==> config.mk <==
export PLATFORM = sky130hd
export DESIGN_NAME = led_blinker_multi_flat
export DESIGN_NICKNAME = d
export VERILOG_FILES = /design/src/rtl/led_blinker_multi_if.sv /design/src/rtl/led_blinker_multi.sv /design/src/flat_wrapper.sv
export SDC_FILE = /design/constraint.sdc
export NUM_CORES = 1
export LEC_CHECK = 0
export CAP_MARGIN = 20
export CELL_PAD_IN_SITES_DETAIL_PLACEMENT = 1
export CELL_PAD_IN_SITES_GLOBAL_PLACEMENT = 1
export CORE_ASPECT_RATIO = 0.75
export CORE_MARGIN = 2
export CORE_UTILIZATION = 40
export DETAILED_ROUTE_END_ITERATION = 8
export PLACE_DENSITY = 0.8
export SETUP_SLACK_MARGIN = 0.1
export SLEW_MARGIN = 40
export SYNTH_ARGS = -nofsm -noshare
export SYNTH_HDL_FRONTEND = slang
export SYNTH_SLANG_ARGS = --single-unit
==> constraint.sdc <==
create_clock -name clock -period 2.8 [get_ports clock]
set_input_delay 0.28 -clock clock [delete_from_list [all_inputs] [get_ports clock]]
set_output_delay 0.28 -clock clock [all_outputs]
set_load 0.005 [all_outputs]
==> src/rtl/led_blinker_multi_if.sv <==
// Configuration port of led_blinker_multi: one valid/ready word per channel update.
// LED_PWM_EN adds the per-word cfg_duty field.
interface led_blinker_multi_if #(
  parameter int unsigned CHANNELS  = 4,
  parameter int unsigned CNT_WIDTH = 24
);
  localparam int unsigned CHAN_W = (CHANNELS > 1) ? $clog2(CHANNELS) : 1;

  logic                 cfg_valid;
  logic                 cfg_ready;
  logic [CHAN_W-1:0]    cfg_chan;
  logic [1:0]           cfg_mode;
  logic [CNT_WIDTH-1:0] cfg_half_period;
  logic [7:0]           cfg_count;
`ifdef LED_PWM_EN
  logic [7:0]           cfg_duty;
`endif

  modport master (
    output cfg_valid, cfg_chan, cfg_mode, cfg_half_period, cfg_count,
`ifdef LED_PWM_EN
    output cfg_duty,
`endif
    input  cfg_ready
  );

  modport slave (
    input  cfg_valid, cfg_chan, cfg_mode, cfg_half_period, cfg_count,
`ifdef LED_PWM_EN
    input  cfg_duty,
`endif
    output cfg_ready
  );
endinterface

==> src/rtl/led_blinker_multi.sv <==
// Multi-channel LED pattern driver (off / on / blink / counted burst) sharing one tick prescaler.
// Optional feature macro LED_PWM_EN: per-channel 8-bit duty gating of the on-phase.
module led_blinker_multi #(
  parameter int unsigned CHANNELS  = 4,
  parameter int unsigned CNT_WIDTH = 24,
  parameter int unsigned PRESCALE  = 50
) (
  input  logic                 clock,
  input  logic                 reset_n,
  led_blinker_multi_if.slave   cfg,
  output logic [CHANNELS-1:0]  led_out,
  output logic [CHANNELS-1:0]  busy,
  output logic [CHANNELS-1:0]  burst_done
);
  localparam int unsigned CHAN_W = (CHANNELS > 1) ? $clog2(CHANNELS) : 1;
  localparam int unsigned PS_W   = (PRESCALE > 1) ? $clog2(PRESCALE) : 1;

  typedef enum logic [1:0] {
    MODE_OFF   = 2'b00,
    MODE_ON    = 2'b01,
    MODE_BLINK = 2'b10,
    MODE_BURST = 2'b11
  } mode_e;

  logic            ready_q;
  logic            xfer;
  logic [PS_W-1:0] presc_q;
  logic            tick;

  assign xfer          = cfg.cfg_valid & ready_q;
  assign cfg.cfg_ready = ready_q;
  assign tick          = (presc_q == PS_W'(PRESCALE - 1));

  // Ready is low out of reset and for the single cycle after each accepted word.
  always_ff @(posedge clock or negedge reset_n) begin
    if (!reset_n) ready_q <= 1'b0;
    else          ready_q <= ~xfer;
  end

  always_ff @(posedge clock or negedge reset_n) begin
    if (!reset_n)  presc_q <= '0;
    else if (tick) presc_q <= '0;
    else           presc_q <= presc_q + PS_W'(1);
  end

`ifdef LED_PWM_EN
  logic [7:0] pwm_q;
  logic [7:0] pwm_d;

  assign pwm_d = pwm_q + 8'd1;

  always_ff @(posedge clock or negedge reset_n) begin
    if (!reset_n) pwm_q <= 8'd0;
    else          pwm_q <= pwm_d;
  end
`endif

  for (genvar g = 0; g < CHANNELS; g++) begin : g_chan
    mode_e                mode_q, mode_d;
    logic [CNT_WIDTH-1:0] cnt_q, cnt_d;
    logic [CNT_WIDTH-1:0] last_q, last_d;
    logic [7:0]           cyc_q, cyc_d;
    logic [7:0]           tgt_q, tgt_d;
    logic                 phase_q, phase_d;
    logic                 busy_q, busy_d;
    logic                 done_q, done_d;
    logic                 sel;
`ifdef LED_PWM_EN
    logic [7:0]           duty_q, duty_d;
    logic                 led_q;
`endif

    // Out-of-range channel numbers never match, so such words are simply dropped.
    assign sel = xfer && (cfg.cfg_chan == CHAN_W'(g));

    always_comb begin
      mode_d  = mode_q;
      cnt_d   = cnt_q;
      last_d  = last_q;
      cyc_d   = cyc_q;
      tgt_d   = tgt_q;
      phase_d = phase_q;
      done_d  = 1'b0;
`ifdef LED_PWM_EN
      duty_d  = duty_q;
`endif
      if (sel) begin
        cnt_d  = '0;
        cyc_d  = 8'd0;
        tgt_d  = cfg.cfg_count;
        last_d = (cfg.cfg_half_period == '0) ? '0 : cfg.cfg_half_period - CNT_WIDTH'(1);
`ifdef LED_PWM_EN
        duty_d = cfg.cfg_duty;
`endif
        case (mode_e'(cfg.cfg_mode))
          MODE_OFF: begin
            mode_d  = MODE_OFF;
            phase_d = 1'b0;
          end
          MODE_ON: begin
            mode_d  = MODE_ON;
            phase_d = 1'b1;
          end
          MODE_BLINK: begin
            mode_d  = MODE_BLINK;
            phase_d = 1'b1;
          end
          MODE_BURST: begin
            // A zero-length burst completes immediately without lighting.
            if (cfg.cfg_count == 8'd0) begin
              mode_d  = MODE_OFF;
              phase_d = 1'b0;
              done_d  = 1'b1;
            end else begin
              mode_d  = MODE_BURST;
              phase_d = 1'b1;
            end
          end
          default: mode_d = MODE_OFF;
        endcase
      end else if (tick && (mode_q == MODE_BLINK || mode_q == MODE_BURST)) begin
        if (cnt_q == last_q) begin
          cnt_d   = '0;
          phase_d = ~phase_q;
          if (mode_q == MODE_BURST && phase_q) begin
            cyc_d = cyc_q + 8'd1;
            if (cyc_d == tgt_q) begin
              mode_d  = MODE_OFF;
              phase_d = 1'b0;
              done_d  = 1'b1;
            end
          end
        end else begin
          cnt_d = cnt_q + CNT_WIDTH'(1);
        end
      end
      busy_d = (mode_d == MODE_BLINK) || (mode_d == MODE_BURST);
    end

    always_ff @(posedge clock or negedge reset_n) begin
      if (!reset_n) begin
        mode_q  <= MODE_OFF;
        cnt_q   <= '0;
        last_q  <= '0;
        cyc_q   <= 8'd0;
        tgt_q   <= 8'd0;
        phase_q <= 1'b0;
        busy_q  <= 1'b0;
        done_q  <= 1'b0;
      end else begin
        mode_q  <= mode_d;
        cnt_q   <= cnt_d;
        last_q  <= last_d;
        cyc_q   <= cyc_d;
        tgt_q   <= tgt_d;
        phase_q <= phase_d;
        busy_q  <= busy_d;
        done_q  <= done_d;
      end
    end

`ifdef LED_PWM_EN
    // Gate with the PWM count that will be current while this LED value is shown.
    always_ff @(posedge clock or negedge reset_n) begin
      if (!reset_n) begin
        duty_q <= 8'd0;
        led_q  <= 1'b0;
      end else begin
        duty_q <= duty_d;
        led_q  <= phase_d & (pwm_d < duty_d);
      end
    end
    assign led_out[g] = led_q;
`else
    assign led_out[g] = phase_q;
`endif
    assign busy[g]       = busy_q;
    assign burst_done[g] = done_q;
  end
endmodule

==> src/flat_wrapper.sv <==
// flat-port wrapper written by rule: the top's interface ports become plain ports
module led_blinker_multi_flat 
#(
  parameter int unsigned CHANNELS  = 4,
  parameter int unsigned CNT_WIDTH = 24,
  parameter int unsigned PRESCALE  = 50
)
  (clock, reset_n, led_out, busy, burst_done, cfg_cfg_valid, cfg_cfg_chan, cfg_cfg_mode, cfg_cfg_half_period, cfg_cfg_count, cfg_cfg_ready);
  led_blinker_multi_if #(.CHANNELS(CHANNELS), .CNT_WIDTH(CNT_WIDTH)) cfg_i ();
  input  logic clock;
  input  logic reset_n;
  output logic [CHANNELS-1:0] led_out;
  output logic [CHANNELS-1:0] busy;
  output logic [CHANNELS-1:0] burst_done;
  input wire logic [$bits(cfg_i.cfg_valid)-1:0] cfg_cfg_valid;
  input wire logic [$bits(cfg_i.cfg_chan)-1:0] cfg_cfg_chan;
  input wire logic [$bits(cfg_i.cfg_mode)-1:0] cfg_cfg_mode;
  input wire logic [$bits(cfg_i.cfg_half_period)-1:0] cfg_cfg_half_period;
  input wire logic [$bits(cfg_i.cfg_count)-1:0] cfg_cfg_count;
  output wire logic [$bits(cfg_i.cfg_ready)-1:0] cfg_cfg_ready;
  assign cfg_i.cfg_valid = cfg_cfg_valid;
  assign cfg_i.cfg_chan = cfg_cfg_chan;
  assign cfg_i.cfg_mode = cfg_cfg_mode;
  assign cfg_i.cfg_half_period = cfg_cfg_half_period;
  assign cfg_i.cfg_count = cfg_cfg_count;
  assign cfg_cfg_ready = cfg_i.cfg_ready;
  led_blinker_multi #(.CHANNELS(CHANNELS), .CNT_WIDTH(CNT_WIDTH), .PRESCALE(PRESCALE)) u_core (.clock(clock), .reset_n(reset_n), .cfg(cfg_i), .led_out(led_out), .busy(busy), .burst_done(burst_done));
endmodule
# After elaboration in Yosys (flattened, before gate mapping)
# Cells that the tools add are included.
[word_totals] reg_bits=283 in_bits=39 out_inout_bits=13 wordCells=222
[classes] addsub=10 n_eq_ne=31 n_mux=96 bitwise=6 n_reduce_logical=45
[op_table] op="2-to-1 mux 24 bit" n=13
[op_table] op="2-to-1 mux 8 bit" n=16
[op_table] op="adder 24 x 1 -> 24 bit, second input constant" n=4
[op_table] op="== test 24 bit" n=4
[op_table] op="2-to-1 mux 1 bit" n=43
[op_table] op="2-to-1 mux 2 bit" n=21
[op_table] op="== test 2 bit, second input constant" n=20
[op_table] op="adder 8 x 1 -> 8 bit, second input constant" n=4
[op_table] op="== test 8 bit" n=4
[op_table] op="logical NOT 24 bit" n=1
[op_table] op="nonzero test 2 bit" n=12
[op_table] op="subtractor 24 x 1 -> 24 bit, second input constant" n=1
[op_table] op="logical AND 1 bit" n=12
[op_table] op="AND reduction 3 bit" n=4
[op_table] op="logical NOT 8 bit" n=1
[op_table] op="logical OR 1 bit" n=8
[op_table] op="case mux 2 bit (4 select lines)" n=1
[op_table] op="AND reduction 2 bit" n=4
[op_table] op="adder 6 x 1 -> 6 bit, second input constant" n=1
[op_table] op="== test 6 bit, second input constant" n=1
[op_table] op="2-to-1 mux 6 bit" n=1
[op_table] op="NOT 1 bit" n=5
[op_table] op="== test 2 x 1 -> 1 bit, second input constant" n=2
[op_table] op="logical NOT 2 bit" n=2
[op_table] op="other kinds (3)" n=3

# Logic depth before layout (Yosys ltp)
[logic_depth] word_depth=9 depth_mapped=9 mapped_depth_nobuf=8

# Worst setup path before layout
# OpenSTA, ideal clock, no wires.
[synth_path] path_type="reg2reg" start="register u_core.g_chan[3].cyc_q[0]" end="register u_core.g_chan[3].done_q" setup_ps=78 t_arrival_ps=2042 required_ps=2722 path_slack_ps=680 stages_incl_launch_ff=8 path_buffers=0 synth_period_minus_slack_ps=2120 cell_sequence="dfrtp_1 > ha_1 > nand3_1 > or2_2 > xnor2_1 > a2111o_1 > a2111oi_4 > o21bai_1"
[synth_via] elab_chain_cells=7
[synth_lines] element="start: declaration" line_no="led_blinker_multi.sv:62" source="logic [7:0] cyc_q, cyc_d;"
[synth_lines] element="start signal: assignment" line_no="led_blinker_multi.sv:154" source="cyc_q <= cyc_d;"
[synth_lines] element="adder 8 x 1 -> 8 bit" line_no="led_blinker_multi.sv:126" source="cyc_d = cyc_q + 8'd1;"
[synth_lines] element="== test 8 bit" line_no="led_blinker_multi.sv:127" source="if (cyc_d == tgt_q) begin"
[synth_lines] element="2-to-1 mux 1 bit" line_no="led_blinker_multi.sv:127"
[synth_lines] element="2-to-1 mux 1 bit" line_no="led_blinker_multi.sv:125" source="if (mode_q == MODE_BURST && phase_q) begin"
[synth_lines] element="2-to-1 mux 1 bit" line_no="led_blinker_multi.sv:122" source="if (cnt_q == last_q) begin"
[synth_lines] element="2-to-1 mux 1 bit" line_no="led_blinker_multi.sv:121" source="end else if (tick && (mode_q == MODE_BLINK || mode_q == MODE_BURST)) begin"
[synth_lines] element="2-to-1 mux 1 bit" line_no="led_blinker_multi.sv:87" source="if (sel) begin"
[synth_lines] element="via u_core.g_chan[3].done_d" line_no="led_blinker_multi.sv:66" source="logic done_q, done_d;"
[synth_lines] element="end signal: assignment" line_no="led_blinker_multi.sv:158" source="done_q <= done_d;"
[synth_lines] element="end: declaration" line_no="led_blinker_multi.sv:66"
# The timed path passes the listed nets, and every way through them passes these cells.
# A chain may end at the register's enable or synchronous reset.

# Worst setup path in the final report
[layout_path] start="register u_core.g_chan[0].cnt_q[3]" end="register u_core.g_chan[0].mode_q[1]"
[layout_via] elab_chain_cells=4
[layout_lines] element="start: declaration" line_no="led_blinker_multi.sv:60" source="logic [CNT_WIDTH-1:0] cnt_q, cnt_d;"
[layout_lines] element="start signal: assignment" line_no="led_blinker_multi.sv:152" source="cnt_q <= cnt_d;"
[layout_lines] element="== test 24 bit" line_no="led_blinker_multi.sv:122"
[layout_lines] element="2-to-1 mux 2 bit" line_no="led_blinker_multi.sv:122"
[layout_lines] element="2-to-1 mux 2 bit" line_no="led_blinker_multi.sv:121"
[layout_lines] element="2-to-1 mux 2 bit" line_no="led_blinker_multi.sv:87"
[layout_lines] element="via u_core.g_chan[0].mode_d[1]" line_no="led_blinker_multi.sv:59" source="mode_e mode_q, mode_d;"
[layout_lines] element="end signal: assignment" line_no="led_blinker_multi.sv:151" source="mode_q <= mode_d;"
[layout_lines] element="end: declaration" line_no="led_blinker_multi.sv:59"
# The timed path passes the listed nets, and every way through them passes these cells.

==> results.cfg <==
[power]
sw_frac_of_total_pct = 29.1
sequentialPowerShare_pct = 46.2
power.share.clock_pct = 38.6
irDropWorstVdd_uv = 535
combPwrFrac_pct = 15.2
p_sw_mw = 3.13
power_leakage_nw = 7.59
power.internal_mw = 7.62
p_per_area_nw_per_um2 = 618

[sta]
min_period_over_period_pct = 91.5
hold_viol_final = 0
relSlewSlack_pct = 44.7
fmax_mhz = 390
hold_slack_ns = 0.229
tightest_slew_ns = 0.824
timing.final.ws_setup_ns = 0.237
report.final.slew_viol_count = 0
rsz0062_at_grt = yes
min_period_ns = 2.56
worst_clock_skew_ns = 0.0351
setup_violations = 0

[logic_synthesis]
seq_area_frac_synth_pct = 47.0
ys_seq_elements = 283
synth_edf_count = 0
synth_top_area_share_pct = 47.0
async_reset_ff_share_pct = 100
yosysUniqueCellTypes = 76
post_synth_instance_area_sq_um = 15100
syn-instance-count = 1636
ys_warn_count = 0
yosysTopAreaCell = dfrtp_1
synth_area_per_cell_sq_um = 9.21
ys_top_cells_by_area = dfrtp_1 47%, xnor2_1 7.6%, nand2_1 7.3%
syn_nets = 1688
synthFlopType = dfrtp_1

[worst_setup_path]
cp_common_cell = nand4_1
slowest_delay_ns = 0.46
path_class = register to register
r2r_end = u_core.g_chan[0].mode_q[1]
cp.required_ns = 3.25
reg2reg_from = u_core.g_chan[0].cnt_q[3]
critPathTopFamily = simple AND/OR/NAND/NOR gates
arrival_ns = 3.02
cp-startpoint = u_core.g_chan[0].cnt_q[3]
path_buf_inv = 1
cp_slowest_cell = dfrtp_1
rrSetupSlack_ns = 0.24
worst-r2r-cell-count = 7
endpoint_kind = register
start_kind = register
path_cells = xor2_1, nor4_4, nand4_1, nor3_2, buf_4, nand4_1, o211a_1
cp_max_fo = 6

[global_route]
track_usage_pct = 23.9
grt_pass1_vias = 13200
grt_max_degree = 76
grt_pass1_wl_mm = 74.5
gr-total-overflow = 0
antenna_found_initial = 0

[placed_design]
pre_cts_slack_ns = -0.0789
place_congestion = 0.875
placed_cell_area_sq_um = 16300
dp_hpwl_mm = 33.1
io_buffers = 51

[clocking]
clock_latency_ns = 0.60
cts_buffer_depth = 3
path_clk_slew_ns = 0.06
clkSinkCount = 283
numCtsBuffers = 30
htreeDepth = 1
cts-root-buf = clkbuf_16
cts_tree = yes

[layout]
antennaDiodeCount = 0
area_delta_synth_final_pct = 15.5
seqCellArea_sq_um = 7080
fin_nets = 1753
final_cell_area_sq_um = 17400
multi_input_area_sq_um = 7580
drive_above_1_share_pct = 9.05
utilization_pct = 46.9
fill_cells = 4292

[drt]
routed_wl_mm = 46.2
drcViolationCount = 0
firstDrtPassIters = 5
drt_iter0_markers = 835
num_vias = 12500
ant_nets = 0
wl_per_cell_um = 20.7
via_per_inst = 5.63

[hold_path]
hold_class = input port to async pin

[floorplan]
boundaryPins = 52
initial_core_util_pct = 40.6
rows = 61
die_h_um = 172
die_w_um = 228
coreArea_sq_um = 37100
die_area_sq_um = 39200

[flow_run]
drv_cap = 0

[outcome]
status = finished clean
[routing by layer]
metal | part of all wire (%) | global-route usage, %
met5 | 0 | 0
met4 | 3.2 | 7.70
met3 | 4.9 | 3.38
met2 | 46 | 38.6
met1 | 46 | 33.5
[final cells by class]
class / count / share of cell area (%)
Tap cell: 504 / 3.62
Timing Repair Buffer: 108 / 5.65
Sequential cell: 283 / 40.7
Inverter: 25 / 0.539
Clock buffer: 41 / 4.84
Multi-Input combinational cell: 1253 / 43.6
Clock inverter: 14 / 1.04
[through the flow]
stage                     total power, mW  setup TNS, ns  instances
after detailed placement             6.62         -0.187       2172
after global placement               6.50              0       2172
final                                10.7              0       2228
after CTS                            10.8              0       2228
after global routing                 11.2              0       2228
after floorplan                      5.90              0       1636
[power groups by stage]
| stage | clock network [mW] | logic, mW | registers [mW] |
|---|---|---|---|
| after floorplan | 0 | 1.05 | 4.86 |
| after global placement | 0 | 1.50 | 5.00 |
| after detailed placement | 0 | 1.59 | 5.03 |
| after CTS | 4.23 | 1.63 | 4.96 |
| after global routing | 4.40 | 1.82 | 5.01 |
| final | 4.15 | 1.63 | 4.96 |
[how the worst max path moves through the flow]
stage,to,cells past startpoint
2_1_floorplan,u_core.g_chan[3].done_q,7
3_3_place_gp,u_core.g_chan[0].busy_q,7
3_5_place_dp,u_core.g_chan[0].mode_q[1],7
4_1_cts,u_core.g_chan[0].mode_q[1],7
5_1_grt,u_core.g_chan[0].cnt_q[19],8
6_report,u_core.g_chan[0].mode_q[1],7
[cell families (layout without fill, tap and decap cells)]
logic type / after synthesis / count (layout) / synth area share (%)
multiplexers: 11 / 11 / 0.731
flip-flops: 283 / 283 / 47.0
buffers and inverters: 100 / 188 / 3.06
XOR/XNOR: 230 / 230 / 13.4
AO/OA/AOI/OAI: 265 / 265 / 10.4
AND/OR/NAND/NOR: 734 / 734 / 24.3
adder cells (fa/ha/maj): 13 / 13 / 1.08
[flip-flops by register name (all words and copies together) (netlist names)]
| register | count |
|---|---|
| u_core.g_chan.cnt_q | 96 |
| u_core.g_chan.done_q | 4 |
| u_core.g_chan.mode_q | 8 |
| u_core.g_chan.cyc_q | 32 |
| u_core.presc_q | 6 |
| u_core.cfg.cfg_ready | 1 |
| u_core.g_chan.busy_q | 4 |
| u_core.g_chan.tgt_q | 32 |
| u_core.g_chan.last_q | 96 |
| u_core.g_chan.phase_q | 4 |
[layout by cell type, fill, tap and decap left out, drive strengths merged, types with 3 or more instances in the layout]
cell type,instances
mux2i,11
a2111oi,5
dfrtp,283
nand3b,3
clkdlybuf4s50,50
buf,57
nor3b,7
a211oi,7
a31oi,6
o211a,7
a2bb2oi,4
nand2b,6
and3,20
or2,5
and4b,3
bufinv,3
xnor2,132
nor4,22
o21ai,151
nor2b,13
o211ai,8
a21oi,51
clkbuf,41
nor3,20
or4,7
ha,13
xor2,98
clkinv,9
and4,10
nand2,303
or3,34
nand3,62
a311oi,3
and2,12
nand4b,5
inv,26
o31ai,4
nor2,141
nand4,57
[synth_stat cells (10+ instances only)]
library cell and instances:
nand2_1 291, dfrtp_1 283, nor2_1 140, xnor2_1 131, xor2_1 98, o21ai_0 84, o21ai_1 66, nand3_1 60
nand4_1 56, a21oi_1 51, clkbuf_1 43, or3_1 32, inv_1 25, and3_1 20, nor3_1 15, nor4_1 15
buf_2 14, ha_1 13, nor2b_1 13, and2_1 12, buf_4 12, nand2_2 12, mux2i_1 11, and4_1 10
[worst reg2reg max path, stage by stage (launching register included)]
cell     delay (ns)
dfrtp_1        0.46
xor2_1         0.22
nor4_4         0.43
nand4_1        0.26
nor3_2         0.36
buf_4          0.19
nand4_1        0.27
o211a_1        0.24
[timing repair]
item | CTS | global route
endpoints found under the hold margin | 52 | 0
buffers inserted | 0 | 0
hold buffers | 1 | 0
resized for setup | 1 | 5
endpoints found under the setup margin | 5 | 14
Power figures use the tool's default switching activity.
